===== src/rtl/zx_kbd_pkg.sv =====
// zx_kbd_pkg: shared definitions for the ZX Spectrum keyboard matrix block.
//   - PS/2 set-2 scancode constants
//   - half-row / column positions of keys with special roles
//   - cs_src / ss_src source indices
//   - decoded-key kind enum and struct, plus small builders for the decoder table
package zx_kbd_pkg;

  // Set-2 scancodes (non-extended unless noted)
  localparam logic [7:0] SC_Z = 8'h1A, SC_X = 8'h22, SC_C = 8'h21, SC_V = 8'h2A;
  localparam logic [7:0] SC_A = 8'h1C, SC_S = 8'h1B, SC_D = 8'h23, SC_F = 8'h2B, SC_G = 8'h34;
  localparam logic [7:0] SC_Q = 8'h15, SC_W = 8'h1D, SC_E = 8'h24, SC_R = 8'h2D, SC_T = 8'h2C;
  localparam logic [7:0] SC_1 = 8'h16, SC_2 = 8'h1E, SC_3 = 8'h26, SC_4 = 8'h25, SC_5 = 8'h2E;
  localparam logic [7:0] SC_0 = 8'h45, SC_9 = 8'h46, SC_8 = 8'h3E, SC_7 = 8'h3D, SC_6 = 8'h36;
  localparam logic [7:0] SC_P = 8'h4D, SC_O = 8'h44, SC_I = 8'h43, SC_U = 8'h3C, SC_Y = 8'h35;
  localparam logic [7:0] SC_ENTER = 8'h5A, SC_L = 8'h4B, SC_K = 8'h42, SC_J = 8'h3B, SC_H = 8'h33;
  localparam logic [7:0] SC_SPACE = 8'h29, SC_M = 8'h3A, SC_N = 8'h31, SC_B = 8'h32;
  localparam logic [7:0] SC_LSHIFT = 8'h12, SC_RSHIFT = 8'h59, SC_CTRL = 8'h14;
  localparam logic [7:0] SC_BKSP = 8'h66, SC_ESC = 8'h76, SC_BAT = 8'hAA;
  // Extended (E0-prefixed) cursor keys
  localparam logic [7:0] SC_E_LEFT = 8'h6B, SC_E_DOWN = 8'h72, SC_E_UP = 8'h75, SC_E_RIGHT = 8'h74;
  // Function keys F1..F12
  localparam logic [7:0] SC_F1 = 8'h05, SC_F2 = 8'h06, SC_F3  = 8'h04, SC_F4  = 8'h0C;
  localparam logic [7:0] SC_F5 = 8'h03, SC_F6 = 8'h0B, SC_F7  = 8'h83, SC_F8  = 8'h0A;
  localparam logic [7:0] SC_F9 = 8'h01, SC_F10 = 8'h09, SC_F11 = 8'h78, SC_F12 = 8'h07;

  // Flat matrix positions: half-row * 5 + column
  localparam int unsigned POS_CS    = 0;   // r0b0 CAPS SHIFT
  localparam int unsigned POS_SS    = 36;  // r7b1 SYMBOL SHIFT
  localparam int unsigned POS_0     = 20;  // r4b0
  localparam int unsigned POS_5     = 19;  // r3b4
  localparam int unsigned POS_6     = 24;  // r4b4
  localparam int unsigned POS_7     = 23;  // r4b3
  localparam int unsigned POS_8     = 22;  // r4b2
  localparam int unsigned POS_SPACE = 35;  // r7b0

  // cs_src bit indices
  localparam logic [3:0] CS_LSHIFT = 4'd0, CS_RSHIFT = 4'd1, CS_BKSP = 4'd2, CS_LEFT = 4'd3;
  localparam logic [3:0] CS_DOWN   = 4'd4, CS_UP     = 4'd5, CS_RIGHT = 4'd6, CS_ESC = 4'd7;
  // ss_src bit indices
  localparam logic [3:0] SS_LCTRL = 4'd0, SS_RCTRL = 4'd1;

  typedef enum logic [2:0] {
    KIND_BASE,
    KIND_CS_SRC,
    KIND_SS_SRC,
    KIND_COMPOUND,
    KIND_CLEAR,
    KIND_FKEY
  } key_kind_e;

  typedef struct packed {
    logic       valid;
    key_kind_e  kind;
    logic [2:0] row;
    logic [2:0] col;
    logic [3:0] src;
  } key_dec_t;

  function automatic key_dec_t dec_base(input logic [2:0] r, input logic [2:0] c);
    return '{valid: 1'b1, kind: KIND_BASE, row: r, col: c, src: 4'd0};
  endfunction

  function automatic key_dec_t dec_src(input key_kind_e k, input logic [3:0] s);
    return '{valid: 1'b1, kind: k, row: 3'd0, col: 3'd0, src: s};
  endfunction

  function automatic logic [5:0] key_idx(input logic [2:0] r, input logic [2:0] c);
    return ({3'b000, r} * 6'd5) + {3'b000, c};
  endfunction

endpackage


===== src/rtl/zx_keymap.sv =====
// zx_keymap: registered scancode decoder (stage 2).
//   i_clock, i_reset : clock, sync active-high reset (clears the valid only)
//   i_vld_p0         : stage-1 event valid
//   i_ext_p0/i_code_p0 : stage-1 extended flag and set-2 scancode
//   o_key_p1         : decoded key {valid, kind, row, col, src}
// Optional macro ZX_KBD_FKEYS_EN adds F1..F12 decoding (KIND_FKEY).
module zx_keymap
  import zx_kbd_pkg::*;
#(
  parameter int CLEAR_ON_BAT = 1,
  parameter int SYM_ON_RCTRL = 1
) (
  input  logic       i_clock,
  input  logic       i_reset,
  input  logic       i_vld_p0,
  input  logic       i_ext_p0,
  input  logic [7:0] i_code_p0,
  output key_dec_t   o_key_p1
);

  key_dec_t w_dec;
  key_dec_t r_dec_p1;
  logic     r_vld_p1;

  always_comb begin
    w_dec = '0;
    case ({i_ext_p0, i_code_p0})
      {1'b0, SC_Z}:     w_dec = dec_base(3'd0, 3'd1);
      {1'b0, SC_X}:     w_dec = dec_base(3'd0, 3'd2);
      {1'b0, SC_C}:     w_dec = dec_base(3'd0, 3'd3);
      {1'b0, SC_V}:     w_dec = dec_base(3'd0, 3'd4);
      {1'b0, SC_A}:     w_dec = dec_base(3'd1, 3'd0);
      {1'b0, SC_S}:     w_dec = dec_base(3'd1, 3'd1);
      {1'b0, SC_D}:     w_dec = dec_base(3'd1, 3'd2);
      {1'b0, SC_F}:     w_dec = dec_base(3'd1, 3'd3);
      {1'b0, SC_G}:     w_dec = dec_base(3'd1, 3'd4);
      {1'b0, SC_Q}:     w_dec = dec_base(3'd2, 3'd0);
      {1'b0, SC_W}:     w_dec = dec_base(3'd2, 3'd1);
      {1'b0, SC_E}:     w_dec = dec_base(3'd2, 3'd2);
      {1'b0, SC_R}:     w_dec = dec_base(3'd2, 3'd3);
      {1'b0, SC_T}:     w_dec = dec_base(3'd2, 3'd4);
      {1'b0, SC_1}:     w_dec = dec_base(3'd3, 3'd0);
      {1'b0, SC_2}:     w_dec = dec_base(3'd3, 3'd1);
      {1'b0, SC_3}:     w_dec = dec_base(3'd3, 3'd2);
      {1'b0, SC_4}:     w_dec = dec_base(3'd3, 3'd3);
      {1'b0, SC_5}:     w_dec = dec_base(3'd3, 3'd4);
      {1'b0, SC_0}:     w_dec = dec_base(3'd4, 3'd0);
      {1'b0, SC_9}:     w_dec = dec_base(3'd4, 3'd1);
      {1'b0, SC_8}:     w_dec = dec_base(3'd4, 3'd2);
      {1'b0, SC_7}:     w_dec = dec_base(3'd4, 3'd3);
      {1'b0, SC_6}:     w_dec = dec_base(3'd4, 3'd4);
      {1'b0, SC_P}:     w_dec = dec_base(3'd5, 3'd0);
      {1'b0, SC_O}:     w_dec = dec_base(3'd5, 3'd1);
      {1'b0, SC_I}:     w_dec = dec_base(3'd5, 3'd2);
      {1'b0, SC_U}:     w_dec = dec_base(3'd5, 3'd3);
      {1'b0, SC_Y}:     w_dec = dec_base(3'd5, 3'd4);
      {1'b0, SC_ENTER}: w_dec = dec_base(3'd6, 3'd0);
      {1'b0, SC_L}:     w_dec = dec_base(3'd6, 3'd1);
      {1'b0, SC_K}:     w_dec = dec_base(3'd6, 3'd2);
      {1'b0, SC_J}:     w_dec = dec_base(3'd6, 3'd3);
      {1'b0, SC_H}:     w_dec = dec_base(3'd6, 3'd4);
      {1'b0, SC_SPACE}: w_dec = dec_base(3'd7, 3'd0);
      {1'b0, SC_M}:     w_dec = dec_base(3'd7, 3'd2);
      {1'b0, SC_N}:     w_dec = dec_base(3'd7, 3'd3);
      {1'b0, SC_B}:     w_dec = dec_base(3'd7, 3'd4);
      {1'b0, SC_LSHIFT}:  w_dec = dec_src(KIND_CS_SRC, CS_LSHIFT);
      {1'b0, SC_RSHIFT}:  w_dec = dec_src(KIND_CS_SRC, CS_RSHIFT);
      {1'b0, SC_BKSP}:    w_dec = dec_src(KIND_COMPOUND, CS_BKSP);
      {1'b1, SC_E_LEFT}:  w_dec = dec_src(KIND_COMPOUND, CS_LEFT);
      {1'b1, SC_E_DOWN}:  w_dec = dec_src(KIND_COMPOUND, CS_DOWN);
      {1'b1, SC_E_UP}:    w_dec = dec_src(KIND_COMPOUND, CS_UP);
      {1'b1, SC_E_RIGHT}: w_dec = dec_src(KIND_COMPOUND, CS_RIGHT);
      {1'b0, SC_ESC}:     w_dec = dec_src(KIND_COMPOUND, CS_ESC);
      {1'b0, SC_CTRL}:    w_dec = dec_src(KIND_SS_SRC, SS_LCTRL);
      {1'b1, SC_CTRL}: begin
        if (SYM_ON_RCTRL != 0) w_dec = dec_src(KIND_SS_SRC, SS_RCTRL);
      end
      {1'b0, SC_BAT}: begin
        if (CLEAR_ON_BAT != 0) w_dec = dec_src(KIND_CLEAR, 4'd0);
      end
`ifdef ZX_KBD_FKEYS_EN
      {1'b0, SC_F1}:  w_dec = dec_src(KIND_FKEY, 4'd0);
      {1'b0, SC_F2}:  w_dec = dec_src(KIND_FKEY, 4'd1);
      {1'b0, SC_F3}:  w_dec = dec_src(KIND_FKEY, 4'd2);
      {1'b0, SC_F4}:  w_dec = dec_src(KIND_FKEY, 4'd3);
      {1'b0, SC_F5}:  w_dec = dec_src(KIND_FKEY, 4'd4);
      {1'b0, SC_F6}:  w_dec = dec_src(KIND_FKEY, 4'd5);
      {1'b0, SC_F7}:  w_dec = dec_src(KIND_FKEY, 4'd6);
      {1'b0, SC_F8}:  w_dec = dec_src(KIND_FKEY, 4'd7);
      {1'b0, SC_F9}:  w_dec = dec_src(KIND_FKEY, 4'd8);
      {1'b0, SC_F10}: w_dec = dec_src(KIND_FKEY, 4'd9);
      {1'b0, SC_F11}: w_dec = dec_src(KIND_FKEY, 4'd10);
      {1'b0, SC_F12}: w_dec = dec_src(KIND_FKEY, 4'd11);
`endif
      default: w_dec = '0;
    endcase
  end

  // ---- stage 2 boundary: decoded key register ----
  always_ff @(posedge i_clock) begin
    if (i_reset) r_vld_p1 <= 1'b0;
    else         r_vld_p1 <= i_vld_p0 & w_dec.valid;
  end

  always_ff @(posedge i_clock) begin
    r_dec_p1 <= w_dec;
  end

  always_comb begin
    o_key_p1       = r_dec_p1;
    o_key_p1.valid = r_vld_p1;
  end

endmodule


===== src/rtl/zx_keyboard_matrix.sv =====
// zx_keyboard_matrix: PS/2 set-2 key events -> ZX Spectrum 8x5 half-row matrix.
//   clock  : system clock
//   reset  : synchronous active-high, clears all key state and pipeline valids
//   kstb   : one-cycle event strobe; make (0 = press, 1 = release); ext (E0 prefix)
//   code   : set-2 scancode
//   row    : A15..A8, a 0 in bit n selects half-row n
//   cols   : active-low columns D4..D0 (combinational from state and row)
//   fkey   : F1..F12 held state (only with ZX_KBD_FKEYS_EN defined)
// Latency: kstb in cycle N is first visible on cols/fkey in cycle N+3.
module zx_keyboard_matrix
  import zx_kbd_pkg::*;
#(
  parameter int CLEAR_ON_BAT = 1,
  parameter int SYM_ON_RCTRL = 1
) (
  input  logic        clock,
  input  logic        reset,
  input  logic        kstb,
  input  logic        make,
  input  logic        ext,
  input  logic [7:0]  code,
  input  logic [7:0]  row,
  output logic [4:0]  cols
`ifdef ZX_KBD_FKEYS_EN
  ,
  output logic [11:0] fkey
`endif
);

  logic       r_vld_p0;
  logic       r_make_p0;
  logic       r_ext_p0;
  logic [7:0] r_code_p0;
  logic       r_make_p1;
  key_dec_t   w_key_p1;

  logic [39:0] r_base;
  logic [7:0]  r_cs_src;
  logic [1:0]  r_ss_src;
  logic [39:0] w_mask;
  logic [39:0] w_matrix;
  logic [4:0]  w_cols_hit;

  // ---- stage 1 boundary: input event register ----
  always_ff @(posedge clock) begin
    if (reset) r_vld_p0 <= 1'b0;  // drops a kstb coincident with reset
    else       r_vld_p0 <= kstb;
  end

  always_ff @(posedge clock) begin
    r_make_p0 <= make;
    r_ext_p0  <= ext;
    r_code_p0 <= code;
  end

  // ---- stage 2 boundary: decode ----
  zx_keymap #(
    .CLEAR_ON_BAT (CLEAR_ON_BAT),
    .SYM_ON_RCTRL (SYM_ON_RCTRL)
  ) u_keymap (
    .i_clock   (clock),
    .i_reset   (reset),
    .i_vld_p0  (r_vld_p0),
    .i_ext_p0  (r_ext_p0),
    .i_code_p0 (r_code_p0),
    .o_key_p1  (w_key_p1)
  );

  always_ff @(posedge clock) begin
    r_make_p1 <= r_make_p0;
  end

  assign w_mask = 40'd1 << key_idx(w_key_p1.row, w_key_p1.col);

`ifdef ZX_KBD_FKEYS_EN
  logic [11:0] r_fkey;
  assign fkey = r_fkey;
`else
  logic w_unused_src;
  assign w_unused_src = w_key_p1.src[3];
`endif

  // ---- stage 3 boundary: key state update ----
  always_ff @(posedge clock) begin
    if (reset) begin
      r_base   <= '0;
      r_cs_src <= '0;
      r_ss_src <= '0;
`ifdef ZX_KBD_FKEYS_EN
      r_fkey   <= '0;
`endif
    end else if (w_key_p1.valid) begin
      case (w_key_p1.kind)
        KIND_BASE:
          r_base <= r_make_p1 ? (r_base & ~w_mask) : (r_base | w_mask);
        KIND_CS_SRC, KIND_COMPOUND:
          r_cs_src[w_key_p1.src[2:0]] <= ~r_make_p1;
        KIND_SS_SRC:
          r_ss_src[w_key_p1.src[0]] <= ~r_make_p1;
        KIND_CLEAR: begin
          r_base   <= '0;
          r_cs_src <= '0;
          r_ss_src <= '0;
`ifdef ZX_KBD_FKEYS_EN
          r_fkey   <= '0;
`endif
        end
`ifdef ZX_KBD_FKEYS_EN
        KIND_FKEY:
          r_fkey[w_key_p1.src] <= ~r_make_p1;
`endif
        default: ;
      endcase
    end
  end

  // Effective matrix: shift keys and compound sources OR onto their positions so
  // each source is released independently of the others.
  always_comb begin
    w_matrix            = r_base;
    w_matrix[POS_CS]    = r_base[POS_CS] | (|r_cs_src);
    w_matrix[POS_SS]    = r_base[POS_SS] | (|r_ss_src);
    w_matrix[POS_0]     = r_base[POS_0]     | r_cs_src[CS_BKSP[2:0]];
    w_matrix[POS_5]     = r_base[POS_5]     | r_cs_src[CS_LEFT[2:0]];
    w_matrix[POS_6]     = r_base[POS_6]     | r_cs_src[CS_DOWN[2:0]];
    w_matrix[POS_7]     = r_base[POS_7]     | r_cs_src[CS_UP[2:0]];
    w_matrix[POS_8]     = r_base[POS_8]     | r_cs_src[CS_RIGHT[2:0]];
    w_matrix[POS_SPACE] = r_base[POS_SPACE] | r_cs_src[CS_ESC[2:0]];
  end

  always_comb begin
    w_cols_hit = '0;
    for (int n = 0; n < 8; n++) begin
      if (!row[n]) w_cols_hit = w_cols_hit | w_matrix[n*5 +: 5];
    end
  end

  assign cols = ~w_cols_hit;

endmodule

===== config.mk =====
export PLATFORM = sky130hd
export DESIGN_NAME = zx_keyboard_matrix
export DESIGN_NICKNAME = d
export VERILOG_FILES = /design/src/rtl/zx_kbd_pkg.sv /design/src/rtl/zx_keymap.sv /design/src/rtl/zx_keyboard_matrix.sv
export SDC_FILE = /design/constraint.sdc
export NUM_CORES = 1
export LEC_CHECK = 0
export BUFFER_PORTS_ARGS = -buffer_cell sky130_fd_sc_hd__buf_4
export CORE_ASPECT_RATIO = 1.4
export CORE_UTILIZATION = 43
export DETAILED_ROUTE_END_ITERATION = 10
export SYNTH_ARGS = -nofsm -noshare
export SYNTH_HDL_FRONTEND = slang
export SYNTH_SLANG_ARGS = --single-unit

===== constraint.sdc =====
create_clock -name clock -period 3.55 [get_ports clock]
set_clock_uncertainty 0.05 [all_clocks]
set_input_delay 0.5325 -clock clock [delete_from_list [all_inputs] [get_ports clock]]
set_output_delay 0.5325 -clock clock [all_outputs]
set_load 0.05 [all_outputs]

Yosys cells after proc, flatten, opt, wreduce, memory -nomap -nowiden. Cells that the tools add are included.

$add $sub $neg: 1. $mul: 1. Order comparisons: 4. Equality and inequality tests: 53. Shift-type cells: 1. Mux-type cells: 19. Bitwise logic cells: 21. Reductions and logical operators: 12.

Operators with widths (count): $pmux 14 s49 (1); $eq 9x6->1 const B (23); $eq 9x7->1 const B (11); $eq 9x5->1 const B (9); $pmux 40 s2 (1); $eq 9x9->1 const B (5); $and 40x40->40 (1); $mux 40 (1); $mux 5 (8); $not 40->40 (1); $or 40x40->40 (1); $shl 1x6->40 const A (1); $or 5x5->5 (7); $pmux 8 s2 (1); $eq 9x8->1 const B (1); $bwmux 8 (1); $or 1x1->1 (8); $reduce_or 8->1 (1); $add 6x3->6 (1); $eq 3x2->1 const B (2); $mul 3x3->6 const B (1); $reduce_and 2->1 (3); $reduce_bool 2->1 (3); $not 5->5 (1); other kinds (16) (19).

Register bits: 75. Input bits: 21. Output and inout port bits: 5. Word-level logic and storage cells: 125.

Longest topological paths before layout. Gate-level depths: netlist of the first run.

Depth after elaboration: 18. Depth in mapped cells: 10.

Hierarchy. A second synthesis of the first run with hierarchy kept.

Cell total of the unflattened synthesis: 540. Area, all modules: 4650.7 µm².

Modules (own cells, without submodules): zx_keyboard_matrix (times used 1, cells an instance 366, area an instance 3294.4 µm²); zx_keymap (times used 1, cells an instance 174, area an instance 1356.3 µm²).

Worst setup path before layout of the first run. Ideal clock, no wire load.

Path kind: reg-to-reg. Start: register u_keymap.r_dec_p1 (netlist bit u_keymap.o_key_p1[7]). End: register r_base[15]. Setup time: 0.117 ns. Arrival time: 2.612 ns. Data required time: 3.383 ns. Slack: 0.770 ns. Cell stages (with the launch flop): 10. Path buffers: 0. Cells stage by stage: dfxtp_1 > ha_1 > ha_1 > inv_1 > fa_1 > xor2_1 > nor4_4 > nand3_2 > or3_1 > a32o_1.

Longest elaborated chain between the ends: 7. Elaborated cells on any way between the ends: 8.

RTL lines: from (decl) (RTL line zx_keymap.sv:22) `key_dec_t r_dec_p1;`; from (signal assigned) (RTL line zx_keymap.sv:106) `r_dec_p1 <= w_dec;`; $mul 3x3->6 (*) (RTL line zx_kbd_pkg.sv:68) `return ({3'b000, r} * 6'd5) + {3'b000, c};`; $add 6x3->6 (*) (RTL line zx_kbd_pkg.sv:68); $shl 1x6->40 (*) (RTL line zx_keyboard_matrix.sv:73) `assign w_mask = 40'd1 << key_idx(w_key_p1.row, w_key_p1.col);`; $not 40->40 (RTL line zx_keyboard_matrix.sv:95) `r_base <= r_make_p1 ? (r_base & ~w_mask) : (r_base | w_mask);`; $and 40x40->40 (RTL line zx_keyboard_matrix.sv:95); $mux 40 (*) (RTL line zx_keyboard_matrix.sv:95); $pmux 40 s2 (*) (RTL line zx_keyboard_matrix.sv:93) `case (w_key_p1.kind)`; to (signal assigned) (RTL line zx_keyboard_matrix.sv:95); to (decl) (RTL line zx_keyboard_matrix.sv:37) `logic [39:0] r_base;`.

Every way passes the cells marked *; elsewhere a longest branch is shown, timed or not. A chain may end at the register's enable or synchronous reset.

Worst setup path after layout of the first run.
Start: register u_keymap.r_dec_p1 (netlist bit u_keymap.o_key_p1[7]). End: register r_base[23].

Same word-level chain as after synthesis.

==> results.txt, run 1 <==
The max-slew violation count came out at 0. STA classifies the critical path startpoint as a flop. The average instance area after synthesis is 8.16 µm². The count of cell instances traversed by the critical path came out at 8. The commonest register cell after synthesis is dfxtp_1. The number of buffers on the longest clock path came out at 2. Counting flops and latches in the post-synthesis netlist gives 75. The wire length of the first global-routing pass is 19.4 mm. The count of buffers added on input and output ports is 25.

The number of global-route vias before repair was 3919. The count of final hold-check violations is 0. Once detail routing completed, the nets flagged for antenna violations numbered 0. For this run, the post-layout net count is 564. At the pin with the least slew margin, the transition time is 0.923 ns. The post-route fraction of the period consumed by the critical path is 0.890.

In the post-synthesis netlist, the biggest area contributors are dfxtp_1 35%, o21ai_0 6.5%, o311ai_0 5.9%. The quantity of gates resized following cts came out at 0. In the layout the commonest cells are 75 x dfxtp_1, 56 x o21ai_0, 40 x nand2_1. The proportion of power drawn by the clock network came out at 0.466. Clock-pin slew was measured on the worst setup and hold paths at 0.06 ns. IR analysis of the VDD net gives a maximum drop of 273 µV. In the synthesized netlist the async set-or-reset flop fraction comes to 0. The distinct cell type count of the synthesized netlist came out at 70. The initial core utilization is 0.449. The area share of the largest cell type after synthesis is 0.350. Summing over every cut layer, the via total after detailed routing is 4199. The total wirelength of the detailed-routed design is 12.2 mm. The average wire per cell in the routed design is 18.3 µm. The relative max-transition margin came out at 0.380. The number of optimization iterations in the first detailed-route pass came out at 6. The pin count of the biggest net entering global routing came out at 33. The switching power of the nets is 0.495 mW. The global-route usage over all layers came out at 0.241.

The logic depth of the worst register-to-register path is 8. Traced cell by cell, the critical path runs through ha_1 -> ha_1 -> ha_1 -> a21o_1 -> a21oi_1 -> xnor2_1 -> nand4_1 -> o21ai_0. In the final timing run, aggregate negative setup slack is 0 ns. The diode insertion count for antenna repair is 0. The number of top-level pins is 26. Of the total synthesized cell area, the portion taken by AND, OR, NAND and NOR gates is 0.271.

For this run, the register share of the synthesized area comes to 0.350. The ratio of cells with drive above 1 in the final layout came out at 0.104. The adder-cell share of the synthesized area came out at 0.0309. Routability-driven placement finished with a final weighted congestion of 0.965. Synthesis produced a netlist whose cell count is 526.

The internal cell power is 1.54 mW. The clock latency on the worst-skew pair is 0.33 ns. Of the total power, the share spent switching nets is 0.243. The number of nets produced by synthesis came out at 557. The post-layout instance area came out at 0.00485 mm².

The post-synthesis cell area came out at 0.00429 mm². The data arrival time of the critical path is 3.35 ns. The critical path is of the reg2reg type. The startpoint identified for the worst register-to-register timing path is u_keymap.o_key_p1[7]$_SDFF_PP0_.

The part of the power in combinational logic is 0.092. The count of endpoints failing setup in the final report is 0. The chip height came out at 120 µm. The number of antenna violations at the first check in global routing came out at 0.

Relative to the synthesized area, the layout overhead comes to 13.0%. The worst path in the final design needs a cycle of 3.16 ns, including I/O delays and setup. In this run the horizontal extent of the chip is 86.5 µm.

The number of setup buffers added after CTS is 0. The number of buffer and inverter stages on the critical path came out at 0. Setup repair after global routing left no endpoint under its margin. The post-synthesis share of cell area spent on xor and xnor gates is 0.0122.

The multiplexer share of the synthesized area came out at 0.00233. Counting every sink on the clock net gives 75. The largest single stage delay on the critical path is 0.74 ns. The area fraction in compound gates after synthesis is 0.279. The number of enable flip-flop cells after synthesis is 0. The sequential fraction of design power came out at 0.441. Following the worst setup path forward leads to its endpoint at r_base[23]$_SDFFE_PP0P_. The class of the worst hold path is in2reg.

In this run the static leakage power is 1.72 nW. The slowest library cell on the worst path is xnor2_1. The residual DRC count came out at 0. The biggest fanout along the worst timing path is 14. The number of inserted filler cells in the final layout came out at 956. The max-capacitance violation count is 0.

Summed over all instances, the cell type with the most area after synthesis is dfxtp_1. The final HPWL from detailed placement came out at 9.03 mm. The dominant delay contributor by cell family on the critical path is adder cells. The destination of the worst register-to-register timing path is r_base[23]$_SDFFE_PP0P_. The library cell used most frequently in the layout, excluding fill and tap cells, is dfxtp_1. The count of synthesis-stage warnings from yosys is 0. The number of hold buffers added after CTS is 0. For this run, the top clock speed supported by timing is 317 MHz.

The combinational family with the most area after synthesis is compound AO/OA/AOI/OAI gates. For this run the aggregate overflow at the end of global routing stands at 0. The buffer cell driving the clock tree root is clkbuf_16. The required time of the worst setup path is 3.74 ns. The instance area after placement came out at 0.00455 mm². The dominant cell type by count on the critical path is ha_1.

The worst-case register-to-register setup slack came out at 0.39 ns. Power spread over the standard cell area amounts to 420 mW/mm². The number of vias per cell after detailed routing came out at 6.29. The worst setup path is captured at a flop. Along the worst hold path, the cell count comes to 1. The number of violations reported at the end of detailed-routing iteration 0 is 307. The number of buffers inserted during clock tree synthesis is 9. The die outline area is 0.0104 mm². The total number of placement rows is 42. The flow ran to the end, and the final reports show no timing, DRC or antenna violations. The total number of H-tree levels came out at 3. The critical path starts at u_keymap.o_key_p1[7]$_SDFF_PP0_. TritonCTS built the clock tree. The core region area came out at 0.00956 mm².
## worst min path at each step
| stage | to | slack [ns] | from |
|---|---|---|---|
| 2_1_floorplan | r_make_p1$_DFF_P_ | 0.26 | r_make_p0$_DFF_P_ |
| 3_3_place_gp | r_make_p1$_DFF_P_ | 0.26 | r_make_p0$_DFF_P_ |
| 3_5_place_dp | r_make_p1$_DFF_P_ | 0.27 | r_make_p0$_DFF_P_ |
| 4_1_cts | r_code_p0[1]$_DFF_P_ | 0.24 | code[1] |
| 5_1_grt | r_code_p0[4]$_DFF_P_ | 0.24 | code[4] |
| 6_report | r_code_p0[1]$_DFF_P_ | 0.25 | code[1] |
## per-layer routing
layer  wire (µm)  up-vias  part of all wire  GRT usage
met3         637       36             0.052     0.0369
met4         467        0             0.038      0.132
met1        4910     1962              0.40      0.272
li1            -     2021                 -          -
met2        6220      180              0.51      0.426
met5           0        -                 0          0
## worst reg2reg max path: stages, from the launching register on
cell     delay, ns
dfxtp_1       0.32
ha_1          0.30
ha_1          0.33
ha_1          0.30
a21o_1        0.15
a21oi_1       0.11
xnor2_1       0.74
nand4_1       0.47
o21ai_0       0.31
## power groups by stage
stage	clock network (mW)	registers, mW	logic, mW
detailed placement	0	0.916	0.184
global placement	0	0.916	0.183
floorplan	0	0.889	0.144
CTS	0.966	0.897	0.186
finish	0.951	0.899	0.188
global route	1.00	0.901	0.204
## kinds of logic (layout without fill, tap and decap cells)
group                      Yosys count  count (layout)
and+or+nand+nor                    204             204
DFF                                 75              75
AOI/OAI and AO/OA                  173             173
adders and majority gates           10              10
muxes                                1               1
buffers and inverters               57              67
xor gates and xnor gates             6               6
## final cells by class
| cell class | count | area [µm²] | share of cell area |
|---|---|---|---|
| Inverter | 22 | 82.6 | 0.0170 |
| Multi-Input combinational cell | 394 | 2560 | 0.529 |
| Sequential cell | 75 | 1500 | 0.310 |
| Timing Repair Buffer | 31 | 233 | 0.0480 |
| Tap cell | 132 | 165 | 0.0340 |
| Clock buffer | 10 | 229 | 0.0472 |
| Clock inverter | 4 | 76.3 | 0.0157 |
## cell usage after synthesis, drive strengths merged, types with 4 or more instances
master   number
nor3         13
nor2         37
inv          22
clkbuf       22
nor2b        22
xor2          4
buf          13
o211ai        5
a31oi        13
a222oi        4
a22o          4
nor3b         5
and3          4
nor4b         7
o311ai       29
nand3        15
or3           5
nand2b        8
and3b         5
nand3b        5
o2111ai       4
nand4        15
nand2        40
o21ai        57
a21oi        17
and2          5
dfxtp        75
ha            9
o221ai        4
## state kept, by name, indices dropped and copies added, names as in the netlist
name / flops
r_cs_src: 8
r_code_p0: 8
u_keymap.r_vld_p1: 1
r_make_p1: 1
r_vld_p0: 1
r_base: 40
r_make_p0: 1
r_ss_src: 2
u_keymap.o_key_p1: 12
r_ext_p0: 1
## stage by stage
step	instances	util	hold WS [ns]	power, mW	worst slack (ns)
floorplan	526	-	0.260	1.03	0.770
global placement	654	0.475	0.260	1.10	0.530
detailed placement	654	0.475	0.270	1.10	0.443
CTS	668	0.507	0.238	2.05	0.416
global route	668	0.507	0.240	2.11	0.0543
finish	668	0.507	0.252	2.04	0.391
(Power assumes the default switching activity.)
==> run 2: changes to the inputs <==
--- a/config.mk
+++ b/config.mk
@@ -6,9 +6,13 @@
 export NUM_CORES = 1
 export LEC_CHECK = 0
 export BUFFER_PORTS_ARGS = -buffer_cell sky130_fd_sc_hd__buf_4
+export CELL_PAD_IN_SITES_DETAIL_PLACEMENT = 0
+export CELL_PAD_IN_SITES_GLOBAL_PLACEMENT = 2
 export CORE_ASPECT_RATIO = 1.4
-export CORE_UTILIZATION = 43
+export CORE_UTILIZATION = 38
+export CTS_BUF_LIST = sky130_fd_sc_hd__clkbuf_8
 export DETAILED_ROUTE_END_ITERATION = 10
+export PLACE_DENSITY_LB_ADDON = 0.3
 export SYNTH_ARGS = -nofsm -noshare
 export SYNTH_HDL_FRONTEND = slang
 export SYNTH_SLANG_ARGS = --single-unit
==> results.txt, run 2 (synthesis results as in run 1) <==
The total number of placement rows is 45. The register with the most flip-flops in the layout has 40 of them. The number of optimization iterations in the first detailed-route pass is 5. CTS placed an instance of clkbuf_8 at the clock tree root. During I/O placement, the number of pins put on the boundary was 26. The ratio of cells with drive above 1 in the final layout came out at 0.118. The setup path with the least slack is of type reg2reg. The routability-driven placement congestion ratio is 0.905. The power density over cell area came out at 352 mW/mm². The setup slack of the critical path after layout came out at 0.547 ns. In this run, post-CTS hold repair placed 0 buffers. The part of the power in combinational logic came out at 0.121.

The pin count of the biggest net entering global routing came out at 33. At the end of the flow the core is filled with cells to 0.437. The average wire per cell in the routed design is 18.5 µm. The number of buffers inserted during clock tree synthesis came out at 9. The number of inserted filler cells in the final layout is 1148. The run finished with clean final reports. The number of antenna-violating nets in the routed design is 0. Counting flops per register, the top entry is r_base.

The source of the worst register-to-register timing path is u_keymap.o_key_p1[7]$_SDFF_PP0_. The min-delay analysis places its worst path in the category in2reg. The required time of the worst setup path is 3.72 ns. The biggest fanout along the worst timing path is 8.

The die outline area came out at 0.0117 mm². The layout net count is 570. For flop-to-flop paths, the worst setup slack is 0.55 ns.

The number of global-route vias before repair came out at 4077. The final critical delay including setup and external delays is 3.00 ns. Of the total power, the share spent switching nets is 0.293. TritonCTS built the clock tree. In the layout the commonest cells are 75 x dfxtp_1, 56 x o21ai_0, 40 x nand2_1.

The register area came out at 0.00150 mm². The leftover overflow at the end of global routing is 0. The sequential fraction of design power came out at 0.531. The minimum setup slack after placement is 0.564 ns. The logic depth of the worst register-to-register path is 9.

The clock latency on the worst-skew pair came out at 0.35 ns. Measured along the x axis, the die boundary spans 91.8 µm. The worst setup path is launched from a flop. The total wirelength of the detailed-routed design is 12.7 mm. The share of total power dissipated in the clock network is 0.349. Measured against its own limit, the worst slew margin works out to 0.346. The clock-pin slew on the worst setup and hold paths came out at 0.08 ns. The number of antenna diodes in the final layout is 0. STA classifies the critical path endpoint as a flop.

The final non-filler cell total is 685. Static timing analysis puts the maximum clock frequency at 333 MHz. The leakage component of the power is 1.68 nW. The post-route fraction of the period consumed by the critical path is 0.846. The residual DRC count came out at 0.

The max-slew violation count came out at 0. Including well taps, the total number of placed cells is 669. The pin slew with the least headroom to its limit came out at 0.974 ns.

Tracing the worst setup path back leads to its startpoint at u_keymap.o_key_p1[7]$_SDFF_PP0_. The max-capacitance violation count is 0. The number of gates resized after CTS was 0. After routing, the total negative slack on setup checks comes to 0 ns. The total via count after detailed routing came out at 4207. The data arrival time of the critical path is 3.17 ns. The switching power of the nets came out at 0.493 mW. In the routed layout, each cell is associated on average with a via count of 6.14. The count of final hold-check violations is 0. The core region area is 0.0109 mm². In this run the worst setup path terminates at r_base[10]$_SDFFE_PP0P_.

The final HPWL from detailed placement is 9.41 mm. The longest clock path from root to sink contains 2 buffers. The H-tree generated during clock tree synthesis spans 3 levels. The power consumption is 1.68 mW.

Port buffering added 25 buffers. The area added between synthesis and finish is 11.1%. The number of violations reported at the end of detailed-routing iteration 0 came out at 294.

The clock net sink count came out at 75. Measured along the y axis, the die boundary spans 128 µm. Across every metal layer, demand over resource in global routing totals 0.225. The internal cell power is 1.19 mW. Once the clock tree was built, the setup fixing pass inserted 0 buffers. The worst vdd rail ir drop came out at 168 µV. The initial core utilization came out at 0.393. The first global-routing pass estimated 20.8 mm of wire. The library cell used most frequently in the layout, excluding fill and tap cells, is dfxtp_1. The area of the multi-input gates came out at 0.00256 mm². Setup repair after global routing left no endpoint under its margin. Setup violations remaining at the end of the flow were counted as 0. The number of antenna violations at the first check in global routing came out at 0. The destination of the worst register-to-register timing path is r_base[10]$_SDFFE_PP0P_.
==> run 2: cell count changes in the layout (fill, tap and decap cells not counted) <==
cell | previous run | this run
bufinv_16 | 2 | 0
clkinv_2 | 0 | 2
clkbuf_8 | 0 | 9
buf_4 | 31 | 37
inv_1 | 22 | 23
clkbuf_16 | 9 | 0
clkbuf_1 | 1 | 0
clkinvlp_4 | 1 | 3
==> run 2: per-layer routing <==
metal,vias up,wire (µm),global-route usage
li1,2032,-,-
met1,2018,5110,0.256
met3,30,518,0.0314
met5,-,0,0
met4,0,452,0.113
met2,127,6620,0.406
==> run 2: worst min-delay path by stage <==
| stage | cells after the start | slack (ns) | startpoint | to |
|---|---|---|---|---|
| floorplan | 0 | 0.26 | r_make_p0$_DFF_P_ | r_make_p1$_DFF_P_ |
| global placement | 0 | 0.26 | r_make_p0$_DFF_P_ | r_make_p1$_DFF_P_ |
| detailed placement | 0 | 0.26 | r_make_p0$_DFF_P_ | r_make_p1$_DFF_P_ |
| CTS | 1 | 0.21 | code[4] | r_code_p0[4]$_DFF_P_ |
| global route | 1 | 0.21 | code[4] | r_code_p0[4]$_DFF_P_ |
| finish | 1 | 0.23 | code[4] | r_code_p0[4]$_DFF_P_ |
==> run 2: cell type report <==
type / count / share of cell area
clock buffers: 9 / 0.0260
multi-input cells: 394 / 0.537
well taps: 141 / 0.0370
clock inverters: 7 / 0.00944
repair buffers: 37 / 0.0582
inverters: 22 / 0.0173
flip-flops and latches: 75 / 0.315
==> run 2: metrics by stage <==
stage	instance area, µm²	hold slack, ns
after floorplan	4290	0.260
after global placement	4600	0.261
after detailed placement	4600	0.263
after CTS	4770	0.209
after global routing	4770	0.205
final	4770	0.227
==> run 2: worst max-delay path, stage by stage, from the launching register on <==
cell and delay (ns):
dfxtp_1 0.33, ha_1 0.30, ha_1 0.31, inv_1 0.06, fa_1 0.47, xor2_1 0.22
nor4_4 0.35, nand3b_1 0.28, o311ai_0 0.34, o21ai_0 0.16
==> run 2: power groups by stage <==
stage          Combinational (mW)  Sequential [mW]  Clock [mW]
6_report                    0.203            0.891       0.586
3_5_place_dp                0.201            0.910           0
4_1_cts                     0.202            0.890       0.602
3_3_place_gp                0.200            0.911           0
5_1_grt                     0.221            0.895       0.638
2_1_floorplan               0.144            0.889           0
==> run 3: changes to the inputs <==
--- a/config.mk
+++ b/config.mk
@@ -9,7 +9,7 @@
 export CELL_PAD_IN_SITES_DETAIL_PLACEMENT = 0
 export CELL_PAD_IN_SITES_GLOBAL_PLACEMENT = 2
 export CORE_ASPECT_RATIO = 1.4
-export CORE_UTILIZATION = 38
+export CORE_UTILIZATION = 35
 export CTS_BUF_LIST = sky130_fd_sc_hd__clkbuf_8
 export DETAILED_ROUTE_END_ITERATION = 10
 export PLACE_DENSITY_LB_ADDON = 0.3
==> constraint.sdc (replaced) <==
create_clock -name clock -period 2.5 [get_ports clock]
set_clock_uncertainty 0.05 [all_clocks]
set_input_delay 0.375 -clock clock [delete_from_list [all_inputs] [get_ports clock]]
set_output_delay 0.375 -clock clock [all_outputs]
set_load 0.05 [all_outputs]
==> results.txt, run 3 (synthesis results as in run 1) <==
The run finished, with violations left. The final reports fail on setup timing. The biggest fanout along the worst timing path is 5.

From synthesis to final layout, the design area changed by 34.7%. The diode insertion count for antenna repair came out at 0. The TritonCTS clock tree is built.

Clock tree synthesis selected as its root buffer the cell clkbuf_8. The number of optimization iterations in the first detailed-route pass came out at 6. The final non-filler cell total came out at 739. For this run, global-route usage on met1 was measured as 0.267. The met2 routing resource usage after global routing came out at 0.395. The required time of the worst setup path is 2.69 ns.

The total number of H-tree levels came out at 3. IR analysis of the VDD net gives a maximum drop of 305 µV. The most utilized layer in the global route result is met2. The count of final hold-check violations is 0. The post-layout utilization of the core is 0.487.

The final total negative setup slack is -2.93 ns. The number of buffers on the longest clock path came out at 2. The first global-routing pass estimated 22.5 mm of wire. The routability-driven placement congestion ratio came out at 0.932. The minimum setup slack after placement is -0.300 ns. The post-route fraction of the period consumed by the critical path came out at 1.08.

The power density over cell area is 451 mW/mm². For this run, global-route usage on met3 was measured as 0.0368. After clock tree synthesis, the clock-pin slew on the worst setup and hold paths is 0.08 ns. The routed design could run at a clock period as short as 2.71 ns. The quantity of I/O buffers inserted on ports came out at 25. The global-route usage over all layers is 0.229.

The number of global-route vias before repair is 4354. On the critical path, the stage with the largest delay is an instance of fa_2. The horizontal extent of the die came out at 95.6 µm. The initial core utilization is 0.361. At the end of the flow, the number of nets in the layout was 619. The clock latency on the worst-skew pair came out at 0.35 ns. Leaving out fill and tap cells, the most frequent cell in the layout is buf_4. The power consumption is 2.61 mW. The number of clock buffers added by TritonCTS is 9. The leftover overflow at the end of global routing came out at 0. The worst hold-check slack came out at 0.0766 ns. Setup repair after global routing could not meet its margin everywhere. The number of top-level pins is 26. The total wirelength of the detailed-routed design is 14.5 mm. The die outline area came out at 0.0127 mm². In the layout the commonest cells are 75 x buf_4, 72 x dfxtp_1, 35 x nor2_1. Using the TritonRoute via totals, the vias-per-cell ratio works out to 6.08.

The post-layout instance area is 0.00578 mm². The max-slew violation count is 0. The chip height came out at 133 µm. The routed layout has 4492 vias. The type of element capturing the critical path is a flop.

The worst setup path is launched from a flop. The number of antenna violations at the first check in global routing is 0. Once placement completed, the tool counted placed cells totaling 714. In this run the standard cell core region covers 0.0119 mm².

The count of endpoints failing setup in the final report is 33. The clock net sink count came out at 75. The number of violations reported at the end of detailed-routing iteration 0 is 217.

Ranked by flip-flop count, first place goes to r_base. The number of inserted filler cells in the final layout came out at 1136. Detailed placement ended at an HPWL of 10.2 mm.

For this design the static power due to leakage is 2.03 nW. The setup slack of the critical path after layout came out at -0.209 ns. Of the cells placed in the final design, the portion with a size suffix greater than 1 is 0.289. The residual DRC count came out at 0. The maximum clock frequency came out at 369 MHz.

Traced cell by cell, the critical path runs through ha_4 -> ha_4 -> inv_2 -> fa_2 -> xor2_4 -> nor4_4 -> nand3_2 -> or3_1 -> a32o_1. Measured against its own limit, the worst slew margin works out to 0.552. At the pin with the least slew margin, the transition time is 0.668 ns. In this run the worst hold path is classified as in2reg. The number of hold buffers added after CTS came out at 0. The critical path in this run is classified as reg2reg. The max-capacitance violation count is 0. The register with the most flip-flops in the layout has 40 of them. The dominant cell type by count on the critical path is ha_4.

The pin count of the biggest net entering global routing is 33. The instance area after placement is 0.00492 mm². In this design, the stage delay of the slowest critical-path cell is 0.43 ns. The data arrival time of the critical path is 2.90 ns.

The floorplan has 47 rows. The average wire per cell in the routed design is 19.6 µm. The number of antenna-violating nets in the routed design came out at 0.
==> run 3: changes by cell type in the layout (fill, tap and decap cells not counted), moves of 9 or more <==
cell	change
o311ai_4	+15
buf_6	+9
o21ai_1	+26
o311ai_2	+10
buf_4	+38
o21ai_0	-31
o311ai_0	-28
==> run 3: per-layer routing <==
metal,up-vias,part of all wire
li1,2131,-
met1,2157,0.40
met2,149,0.51
met3,55,0.034
met4,0,0.054
met5,-,0
==> run 3: final cells by class <==
| cell class | count | area [µm²] | area share |
|---|---|---|---|
| inverter | 22 | 82.6 | 0.0143 |
| sequential | 75 | 1510 | 0.260 |
| tap | 147 | 184 | 0.0318 |
| timing repair buffer | 86 | 704 | 0.122 |
| clock buffer | 10 | 138 | 0.0238 |
| clock inverter | 5 | 55.1 | 0.00952 |
| multi-input combinational | 394 | 3120 | 0.539 |
==> run 3: report_power, final <==
| group | switching [mW] | total [mW] | internal [mW] | leakage [nW] |
|---|---|---|---|---|
| clock network | 0.469 | 0.949 | 0.480 | 0.0995 |
| logic | 0.240 | 0.400 | 0.161 | 1.32 |
| registers | 0.0387 | 1.26 | 1.22 | 0.611 |
==> run 3: critical path, delay by kind of cell (launching register included) <==
kind / cells / cell delay [ns]
compound gates: 1 / 0.25
xor+xnor: 1 / 0.18
fa+ha+maj: 3 / 0.95
buf+inv: 1 / 0.04
flops: 1 / 0.34
simple gates: 3 / 0.80
==> run 3: what timing repair did <==
item,in CTS,in global routing
setup endpoints to repair,40,40
gates resized for setup,83,77
gates cloned,0,1
pin swaps,12,9
setup buffers,4,5
==> run 3: worst paths after layout <==
check,from,slack (ns),endpoint,cells past startpoint
setup / recovery,u_keymap.o_key_p1[9]$_SDFF_PP0_,-0.21,r_base[15]$_SDFFE_PP0P_,9
hold / removal,code[6],0.08,r_code_p0[6]$_DFF_P_,1
setup reg to reg,u_keymap.o_key_p1[9]$_SDFF_PP0_,-0.21,r_base[15]$_SDFFE_PP0P_,9
hold reg to reg,r_make_p0$_DFF_P_,0.28,r_make_p1$_DFF_P_,0
